`src/rtl/array_ops_pkg.sv`:
```
// Shared helpers for packing and unpacking column-major element vectors.
// Used by the serial packer and by the downstream 1D-to-2D converter.
package array_ops_pkg;

    // Width of a counter that must hold 0..cols, never narrower than one bit.
    function automatic int cnt_width(input int cols);
        return (cols < 1) ? 1 : $clog2(cols + 1);
    endfunction

    // LSB position of column i inside a packed vector.
    function automatic int col_lsb(input int i, input int bit_width);
        return i * bit_width;
    endfunction

endpackage

```
`src/rtl/serial_to_packed_array.sv`:
```
// Packs a valid/ready stream of BIT_WIDTH-bit elements into COLS-column vectors,
// column 0 in the LSBs, with optional early termination via in_last.
module serial_to_packed_array
    import array_ops_pkg::*;
#(
    parameter int BIT_WIDTH = 4,
    parameter int COLS      = 8
) (
    input  logic                            clk,
    input  logic                            rst_n,
    input  logic [BIT_WIDTH-1:0]            in_data,
    input  logic                            in_valid,
    input  logic                            in_last,
    output logic                            in_ready,
    output logic [COLS*BIT_WIDTH-1:0]       out_data,
    output logic [cnt_width(COLS)-1:0]      out_cols,
    output logic                            out_valid,
    input  logic                            out_ready
);

    localparam int CW = cnt_width(COLS);
    localparam int DW = COLS * BIT_WIDTH;

    logic [DW-1:0]   r_acc;
    logic [CW-1:0]   r_cnt;
    logic [DW-1:0]   r_out_data;
    logic [CW-1:0]   r_out_cols;
    logic            r_out_valid;

    logic            w_accept;
    logic            w_complete;
    logic [COLS-1:0] w_col_en;
    logic [DW-1:0]   w_merged;

    // Stalls the whole input side, not just completing beats, while a vector waits.
    assign in_ready   = ~r_out_valid | out_ready;
    assign w_accept   = in_valid & in_ready;
    assign w_complete = w_accept & ((r_cnt == CW'(COLS - 1)) | in_last);

    // Accumulator with the current column replaced by the incoming element.
    generate
        for (genvar gi = 0; gi < COLS; gi++) begin : g_col
            localparam int LSB = col_lsb(gi, BIT_WIDTH);
            assign w_col_en[gi] = w_accept & (r_cnt == CW'(gi));
            assign w_merged[LSB +: BIT_WIDTH] =
                w_col_en[gi] ? in_data : r_acc[LSB +: BIT_WIDTH];
        end
    endgenerate

    always_ff @(posedge clk or negedge rst_n) begin
        if (!rst_n) begin
            r_acc       <= '0;
            r_cnt       <= '0;
            r_out_data  <= '0;
            r_out_cols  <= '0;
            r_out_valid <= 1'b0;
        end else if (w_complete) begin
            // Clearing acc here is what zero-fills columns of short vectors.
            r_out_data  <= w_merged;
            r_out_cols  <= r_cnt + CW'(1);
            r_out_valid <= 1'b1;
            r_acc       <= '0;
            r_cnt       <= '0;
        end else begin
            if (r_out_valid && out_ready) begin
                r_out_valid <= 1'b0;
            end
            if (w_accept) begin
                r_acc <= w_merged;
                r_cnt <= r_cnt + CW'(1);
            end
        end
    end

    assign out_data  = r_out_data;
    assign out_cols  = r_out_cols;
    assign out_valid = r_out_valid;

endmodule

```
`config.mk`:
```
export PLATFORM = sky130hd
export DESIGN_NAME = serial_to_packed_array
export DESIGN_NICKNAME = d
export VERILOG_FILES = /design/src/rtl/array_ops_pkg.sv /design/src/rtl/serial_to_packed_array.sv
export SDC_FILE = /design/constraint.sdc
export NUM_CORES = 1
export LEC_CHECK = 0
export ABC_AREA = 1
export BUFFER_PORTS_ARGS = -buffer_cell sky130_fd_sc_hd__clkbuf_2
export CAP_MARGIN = 0
export CELL_PAD_IN_SITES_DETAIL_PLACEMENT = 1
export CELL_PAD_IN_SITES_GLOBAL_PLACEMENT = 1
export CORE_UTILIZATION = 46
export CTS_CLUSTER_DIAMETER = 120
export DETAILED_ROUTE_END_ITERATION = 7
export GPL_ROUTABILITY_DRIVEN = 0
export PLACE_DENSITY = 0.86
export SLEW_MARGIN = 5
export SYNTH_ARGS = -nofsm -noshare
export SYNTH_HDL_FRONTEND = slang
export SYNTH_SLANG_ARGS = --single-unit
```
`constraint.sdc`:
```
create_clock -name clk -period 2 [get_ports clk]
set_input_delay 0 -clock clk [delete_from_list [all_inputs] [get_ports clk]]
set_output_delay 0 -clock clk [all_outputs]
set_load 0.03 [all_outputs]
```
### After elaboration in Yosys (flattened, before gate mapping)

Index checks and enable logic that the tools add are counted.

| storage, ports and cells | value |
|---|---|
| flip-flop bits (word level) | 73 |
| latch bits | 0 |
| RAM bits | 0 |
| ROM bits | 0 |
| output and inout port bits | 38 |
| memories kept | 0 |

| cells by class | value |
|---|---|
| add/sub/neg operators | 1 |
| multiply operators | 0 |
| div/mod/pow operators | 0 |
| order comparisons | 0 |
| eq/ne operators | 7 |
| shift-type cells | 0 |
| muxes and demuxes | 14 |
| bitwise logic cells | 13 |
| reductions and logical operators | 4 |

Operators with widths:

| operator | count |
|---|---|
| 32-bit 2-to-1 mux | 2 |
| 4-bit 2-to-1 mux | 10 |
| 4-bit by 3-bit equality test with 1-bit output, second input constant | 4 |
| 1-bit AND | 10 |
| 4-bit by 2-bit equality test with 1-bit output, second input constant | 2 |
| 4-bit by 1-bit adder with 4-bit output, second input constant | 1 |
| 4-bit by 1-bit equality test with 1-bit output, second input constant | 1 |
| 4-bit zero test | 1 |
| 2-bit nonzero test | 2 |
| 1-bit 2-to-1 mux | 2 |
| 1-bit bitwise OR | 2 |
| 1-bit logical AND | 1 |
| 1-bit inverter | 1 |

### Logic depth before layout (Yosys ltp)

Gate-level depths: netlist of the first run.

| logic depth | value |
|---|---|
| word-level depth | 7 |
| gate-level depth with buffers | 8 |

### Least setup slack after synthesis of the first run

Ideal clock, no wire load.

| timing | value |
|---|---|
| path type | reg2reg |
| start | reg r_out_valid, in the netlist out_valid |
| end | reg r_acc[10] |
| setup time | 0.116 ns |
| arrival time | 1.506 ns |
| path slack | 0.379 ns |
| stages on the path, launching flop included | 7 |
| buffers on the path | 2 |
| cells stage by stage | dfrtp_1 nand2_1 nand2_1 a21oi_2 buf_4 buf_6 nor2_1 |

| on the way | value |
|---|---|
| cells in the longest elaborated chain, start to end | 7 |
| elaborated cells on any way between the ends | 9 |
| those cells by class | 3 x mux; 5 x bitwise; 1 x reduce/logical |

Ends and longest elaborated chain:

| what | line | source |
|---|---|---|
| start, declared | serial_to_packed_array.sv:28 | `logic r_out_valid;` |
| start signal, assigned | serial_to_packed_array.sv:56 | `r_out_valid <= 1'b0;` |
| start signal, assigned | serial_to_packed_array.sv:61 | `r_out_valid <= 1'b1;` |
| start signal, assigned | serial_to_packed_array.sv:66 | `r_out_valid <= 1'b0;` |
| 1-bit inverter * | serial_to_packed_array.sv:36 | `assign in_ready = ~r_out_valid \| out_ready;` |
| 1-bit bitwise OR * | serial_to_packed_array.sv:36 |  |
| via in_ready | serial_to_packed_array.sv:14 | `output logic in_ready,` |
| 1-bit AND * | serial_to_packed_array.sv:37 | `assign w_accept = in_valid & in_ready;` |
| 1-bit AND | serial_to_packed_array.sv:44 | `assign w_col_en[gi] = w_accept & (r_cnt == CW'(gi));` |
| 4-bit 2-to-1 mux | serial_to_packed_array.sv:46 | `w_col_en[gi] ? in_data : r_acc[LSB +: BIT_WIDTH];` |
| 32-bit 2-to-1 mux | serial_to_packed_array.sv:68 | `if (w_accept) begin` |
| 32-bit 2-to-1 mux | serial_to_packed_array.sv:57 | `end else if (w_complete) begin` |
| end signal, assigned | serial_to_packed_array.sv:69 | `r_acc <= w_merged;` |
| end, declared | serial_to_packed_array.sv:24 | `logic [DW-1:0] r_acc;` |

The timed path passes the listed nets; every way through them passes the cells marked *. The select of a mux whose other input is x is not followed.
A chain may end at the register's enable or synchronous reset.

### Worst setup path after layout of the first run

| timing | value |
|---|---|
| start | reg r_cnt[0] |
| end | reg r_out_cols[3], in the netlist out_cols[3] |

| on the way | value |
|---|---|
| cells in the longest elaborated chain, start to end | 3 |
| elaborated cells on any way between the ends | 4 |
| those cells by class | 1 x add/sub; 1 x eq/ne; 2 x bitwise |

Ends and longest elaborated chain:

| what | line | source |
|---|---|---|
| start, declared | serial_to_packed_array.sv:25 | `logic [CW-1:0] r_cnt;` |
| start signal, assigned | serial_to_packed_array.sv:70 | `r_cnt <= r_cnt + CW'(1);` |
| 4-bit by 3-bit equality test with 1-bit output | serial_to_packed_array.sv:38 | `assign w_complete = w_accept & ((r_cnt == CW'(COLS - 1)) \| in_last);` |
| 1-bit bitwise OR | serial_to_packed_array.sv:38 |  |
| 1-bit AND | serial_to_packed_array.sv:38 |  |
| end signal, assigned | serial_to_packed_array.sv:60 | `r_out_cols <= r_cnt + CW'(1);` |
| end, declared | serial_to_packed_array.sv:27 | `logic [CW-1:0] r_out_cols;` |

Parallel ways exist; a longest one is shown, timed or not.

==> impl_metrics.toml, run 1 <==
[logic_synthesis]
post_synthesis_instance_area_sq_um = 3330
synth_largest_area_cell = "dfrtp_1"
synth_area_leaders = "dfrtp_1 55%, nand2_1 16%, nand3_1 9.6%"
number_of_flip_flops_and_latches_in_the_synthesized_netlist = 73
synth.yosys.seq_area_share = 0.549
mappedNetlistNets = 414
number_of_warnings_issued_by_yosys = 0
syn-instance-count = 401
syn_avg_cell_area_sq_um = 8.30
synth_top_cell_area_share = 0.549
count_of_different_cell_masters_after_synthesis = 18

[detailed_routing]
wire_per_inst_um = 15.4
vias = 2833
first_pass_iters = 4
detail_route.vias_per_cell = 5.12
drt_iter0_markers = 105
route.final.wire_length_mm = 8.53
drc = 0
postRouteAntennaNets = 0

[setup_path]
critical_path.slowest_cell = "dfrtp_1"
critPathLaunchType = "flip-flop"
r2r_cells = 7
timing.critical_path.fanout_max = 22
cp.depth = 7
cpMostUsedCell = "nand2_1"
critPathCaptureType = "flip-flop"
worstPathCellList = "ha_1, nand3_2, nand2_1, nand2_1, buf_12, nand2_1, nand2_1"
worstPathRequired_ns = 2.23
cp.buffers_inverters = 1
crit_family = "simple AND/OR/NAND/NOR gates"
critical_path.max_stage_delay_ns = 0.44
timing.setup.critical_path_class = "flip-flop to flip-flop"
worstPathArrival_ns = 1.99

[sta]
fmax_mhz = 568
clock_skew_ns = 0.0142
max_slew.worst_pin.slew_ns = 0.469
final-hold-violation-count = 0
min_setup_slack_post_route_ns = 0.239
setup_repair_after_global_routing_missed_its_margin = "no"
finalCritPeriodShare = 0.881
fin_crit_ns = 1.76
slew_viol_final = 0
slew-limit-headroom = 0.687
setup_viol = 0
final.setup.tns_ns = 0

[global_route]
grt.overflow.total = 0
grt_pass1_wl_mm = 14.6
groute.usage.overall = 0.253
first_global_vias = 3011
antenna_found_initial = 0
grt_max_degree = 46

[run_status]
outcome = "completed"

[layout]
multi_input_combinational_cell_area_sq_um = 1240
final_net_count = 465
area.sequential_sq_um = 1830
area.growth.synth_to_final_pct = 16.3
layout_commonest_cell = "nand2_1"
final_design_area_no_fill_sq_um = 3870
share_of_layout_cells_above_drive_strength_1 = 0.171
diodes = 0
most-common-layout-cells = "144 x nand2_1, 73 x dfrtp_1, 64 x nand3_1"
fillers = 892

[cts]
cts_max_path_buffers = 2
postCtsSetupBuffers = 0
cts_tree = "yes"
clk-insertion-delay-late_ns = 0.35
cts.reportedPaths.clkPinSlew_ns = 0.08
cts.repair.resized = 0
numClockSinks = 73
tritoncts.num_buffers = 9
cts_max_level = 3
clock-root-buffer = "clkbuf_8"

[floorplan]
rows = 30
die_y_um = 87.1
die_area_sq_um = 7580
placeableCoreArea_sq_um = 6910
floorplan.die.width_um = 87.1
top_level_ports = 47
starting_density = 0.482

[power]
power_leakage_nw = 2.16
power.ir.vdd_worst_uv = 454
power.total_mw = 4.33
total_power_divided_by_cell_area_nw_per_um2 = 1120

[placed_design]
preCtsSetupSlack_ns = 0.278
placement.cell_area_sq_um = 3660
dp.final_hpwl_mm = 5.89
place.port_buffers = 46

[flow_run]
max_cap_viols = 0

[min_path]
worstHoldPathType = "input port to async pin"
[sequential cells by signal (all words and copies together) (netlist names)]
register and cells:
out_cols 4, r_acc 32, out_data 32, r_cnt 4
out_valid 1
[power by group]
| part | switching, mW | total, mW | internal, mW |
|---|---|---|---|
| logic | 0.904 | 1.27 | 0.365 |
| registers | 0.150 | 1.92 | 1.77 |
| clock network | 0.535 | 1.14 | 0.609 |
| total | 1.59 | 4.33 | 2.75 |
[cell families (layout without fill, tap and decap cells)]
family	after synthesis	count (layout)	share of synthesized area
AO/OA/AOI/OAI	19	19	0.0395
XOR/XNOR	2	2	0.00526
adder cells (fa/ha/maj)	4	4	0.0150
flip-flops	73	73	0.549
buffers and inverters	55	111	0.0823
AND/OR/NAND/NOR	248	248	0.309
[metrics by stage]
step,utilization,std cells,hold WS (ns)
after floorplan,-,401,-0.296
after global placement,0.531,535,-0.0335
after detailed placement,0.531,535,-0.0119
after CTS,0.561,553,0.151
after global routing,0.561,553,0.170
final,0.561,553,0.129
[per-layer routing]
metal	routed length, um	GRT usage	part of all wire
met5	0	0	0
met1	3750	0.324	0.44
met4	168	0.0758	0.020
met2	4310	0.432	0.50
met3	307	0.0502	0.036
[worst reg2reg max path, stage by stage (launching register included)]
cell,delay (ns)
dfrtp_1,0.44
ha_1,0.26
nand3_2,0.16
nand2_1,0.12
nand2_1,0.23
buf_12,0.25
nand2_1,0.10
nand2_1,0.09
[what timing repair did]
action	CTS	global route
endpoints found under the setup margin	0	0
hold buffers	2	0
endpoints found under the hold margin	16	0
[synth_stat cells]
cell type  count
inv_1         36
buf_2          6
a21boi_1       1
nand3_1       64
nand2_1      144
nor2_2         4
a21oi_2        1
buf_6          5
nand3_2        1
nand2_2        1
buf_4          6
o21ai_0        5
nor2_1        34
xor2_1         2
o21bai_1      12
dfrtp_1       73
inv_2          2
ha_1           4
[final timing paths]
path,startpoint,to,slack [ns]
setup / recovery,r_cnt[0]$_DFFE_PN0P_,out_cols[3]$_DFFE_PN0P_,0.24
setup reg to reg,r_cnt[0]$_DFFE_PN0P_,out_cols[3]$_DFFE_PN0P_,0.24
hold / removal,rst_n,out_data[6]$_DFFE_PN0P_,0.13
max in group asynchronous,rst_n,out_data[19]$_DFFE_PN0P_,1.21
hold reg to reg,out_data[30]$_DFFE_PN0P_,out_data[30]$_DFFE_PN0P_,0.48
min in group clk,in_last,r_cnt[2]$_DFFE_PN0P_,0.20
[final cells by class]
cell class                      instances  share of cell area
Clock inverter                          3              0.0103
Sequential cell                        73               0.472
Multi-Input combinational cell        273               0.320
Timing Repair Buffer                   57              0.0917
Tap cell                               96              0.0310
Clock buffer                           13              0.0384
Inverter                               38              0.0368
(Power assumes the default switching activity.)
==> run 2, diff against run 1 <==
Clock period 2 ns to 2.2 ns, I/O delays scaled along.
==> impl_metrics.toml, run 2 (synthesis results as in run 1) <==
[cts]
tritoncts.num_buffers = 9
cts.repair.resized = 0
numClockSinks = 73
clock-root-buffer = "clkbuf_8"
cts_max_path_buffers = 2
clk-insertion-delay-late_ns = 0.35
cts.reportedPaths.clkPinSlew_ns = 0.08
cts_tree = "yes"
cts_max_level = 3

[sta]
max_slew.worst_pin.slew_ns = 0.432
slew-limit-headroom = 0.712
setup_viol = 0
setup_repair_after_global_routing_missed_its_margin = "no"
finalCritPeriodShare = 0.778
final-hold-violation-count = 0
hold_slack_ns = 0.0965
fin_crit_ns = 1.71
slew_viol_final = 0
clock_skew_ns = 0.0116
fmax_mhz = 584
final.setup.tns_ns = 0

[floorplan]
starting_density = 0.482
placeableCoreArea_sq_um = 6910
die_y_um = 87.1
top_level_ports = 47
floorplan.die.width_um = 87.1
rows = 30
die_area_sq_um = 7580

[run_status]
outcome = "completed"

[setup_path]
r2r_cells = 8
critPathCaptureType = "flip-flop"
critPathLaunchType = "flip-flop"
timing.setup.critical_path_class = "flip-flop to flip-flop"
worstPathArrival_ns = 1.99
r2r-end = "r_acc[8]$_DFFE_PN0P_"
worstPathRequired_ns = 2.47
r2r-start = "r_cnt[0]$_DFFE_PN0P_"
reg2reg_slack_ns = 0.49
cp-startpoint = "r_cnt[0]$_DFFE_PN0P_"
timing.critical_path.fanout_max = 5

[placed_design]
dp.final_hpwl_mm = 5.52
placed_cells_incl_taps = 534
placement.cell_area_sq_um = 3630
place.port_buffers = 46

[global_route]
grt_util_met2 = 0.420
grt.overflow.total = 0
antenna_found_initial = 0
grt_pass1_wl_mm = 13.8
grt_max_degree = 46
use_met1 = 0.299
groute.usage.overall = 0.243
grt.met3_usage = 0.0370
first_global_vias = 2893
global_route.peak_usage_layer = "met2"

[power]
power_leakage_nw = 2.17
total_power_divided_by_cell_area_nw_per_um2 = 1070
power.total_mw = 4.17
power.ir.vdd_worst_uv = 442

[detailed_routing]
wire_per_inst_um = 15.0
drc = 0
detail_route.vias_per_cell = 5.04
route.final.wire_length_mm = 8.28
vias = 2780
drt_iter0_markers = 127
postRouteAntennaNets = 0
first_pass_iters = 4

[layout]
layout_commonest_cell = "nand2_1"
post_layout_nonfiller_instances = 552
most-common-layout-cells = "144 x nand2_1, 73 x dfrtp_1, 64 x nand3_1"
final_design_area_no_fill_sq_um = 3900
final_net_count = 464
area.growth.synth_to_final_pct = 17.0
diodes = 0
share_of_layout_cells_above_drive_strength_1 = 0.173

[min_path]
worstHoldPathType = "input port to async pin"

[flow_run]
max_cap_viols = 0
[run 2: area by class of cell]
class / instances / area, sq um
sequential: 73 / 1830
clock inverter: 5 / 103
clock buffer: 11 / 141
multi-input combinational: 273 / 1240
timing repair buffer: 56 / 323
fill: 895 / 3010
inverter: 38 / 143
tap: 96 / 120
[run 2: metrics by stage]
step	worst slack, ns	utilization
after floorplan	0.579	-
after global placement	0.735	0.526
after detailed placement	0.619	0.526
after CTS	0.482	0.564
after global routing	0.345	0.564
final	0.489	0.564
[run 2: worst max-delay path by stage]
stage,end,slack (ns),cells after the start
2_1_floorplan,r_acc[10]$_DFFE_PN0P_,0.58,6
3_3_place_gp,out_cols[0]$_DFFE_PN0P_,0.73,6
3_5_place_dp,out_data[25]$_DFFE_PN0P_,0.62,6
4_1_cts,r_acc[8]$_DFFE_PN0P_,0.48,8
5_1_grt,r_acc[8]$_DFFE_PN0P_,0.35,8
6_report,r_acc[8]$_DFFE_PN0P_,0.49,8
[run 2: where the power goes]
| part | switching (mW) | total [mW] | internal [mW] | leakage (nW) |
|---|---|---|---|---|
| Clock | 0.505 | 1.29 | 0.783 | 0.120 |
| Combinational | 0.820 | 1.15 | 0.326 | 1.08 |
| Sequential | 0.130 | 1.74 | 1.61 | 0.975 |
| Total | 1.45 | 4.17 | 2.72 | 2.17 |
[run 2: what timing repair did]
action,4_1_cts,5_1_grt
hold buffers,2,0
buffers inserted,0,0
hold endpoints to repair,17,0
[run 2: routing by layer]
metal / wire [um] / up-vias / share of wire
li1: - / 1345 / -
met3: 251 / 20 / 0.030
met5: 0 / - / 0
met4: 193 / 0 / 0.023
met2: 4260 / 53 / 0.51
met1: 3580 / 1362 / 0.43
[run 2: critical path, cell delays in order (launching register included)]
cell and delay, ns:
dfrtp_1 0.43, inv_1 0.14, ha_1 0.20, inv_1 0.06, nor2_2 0.25, nand2_1 0.19
nand2_1 0.16, nand2_1 0.09, nor2_1 0.11
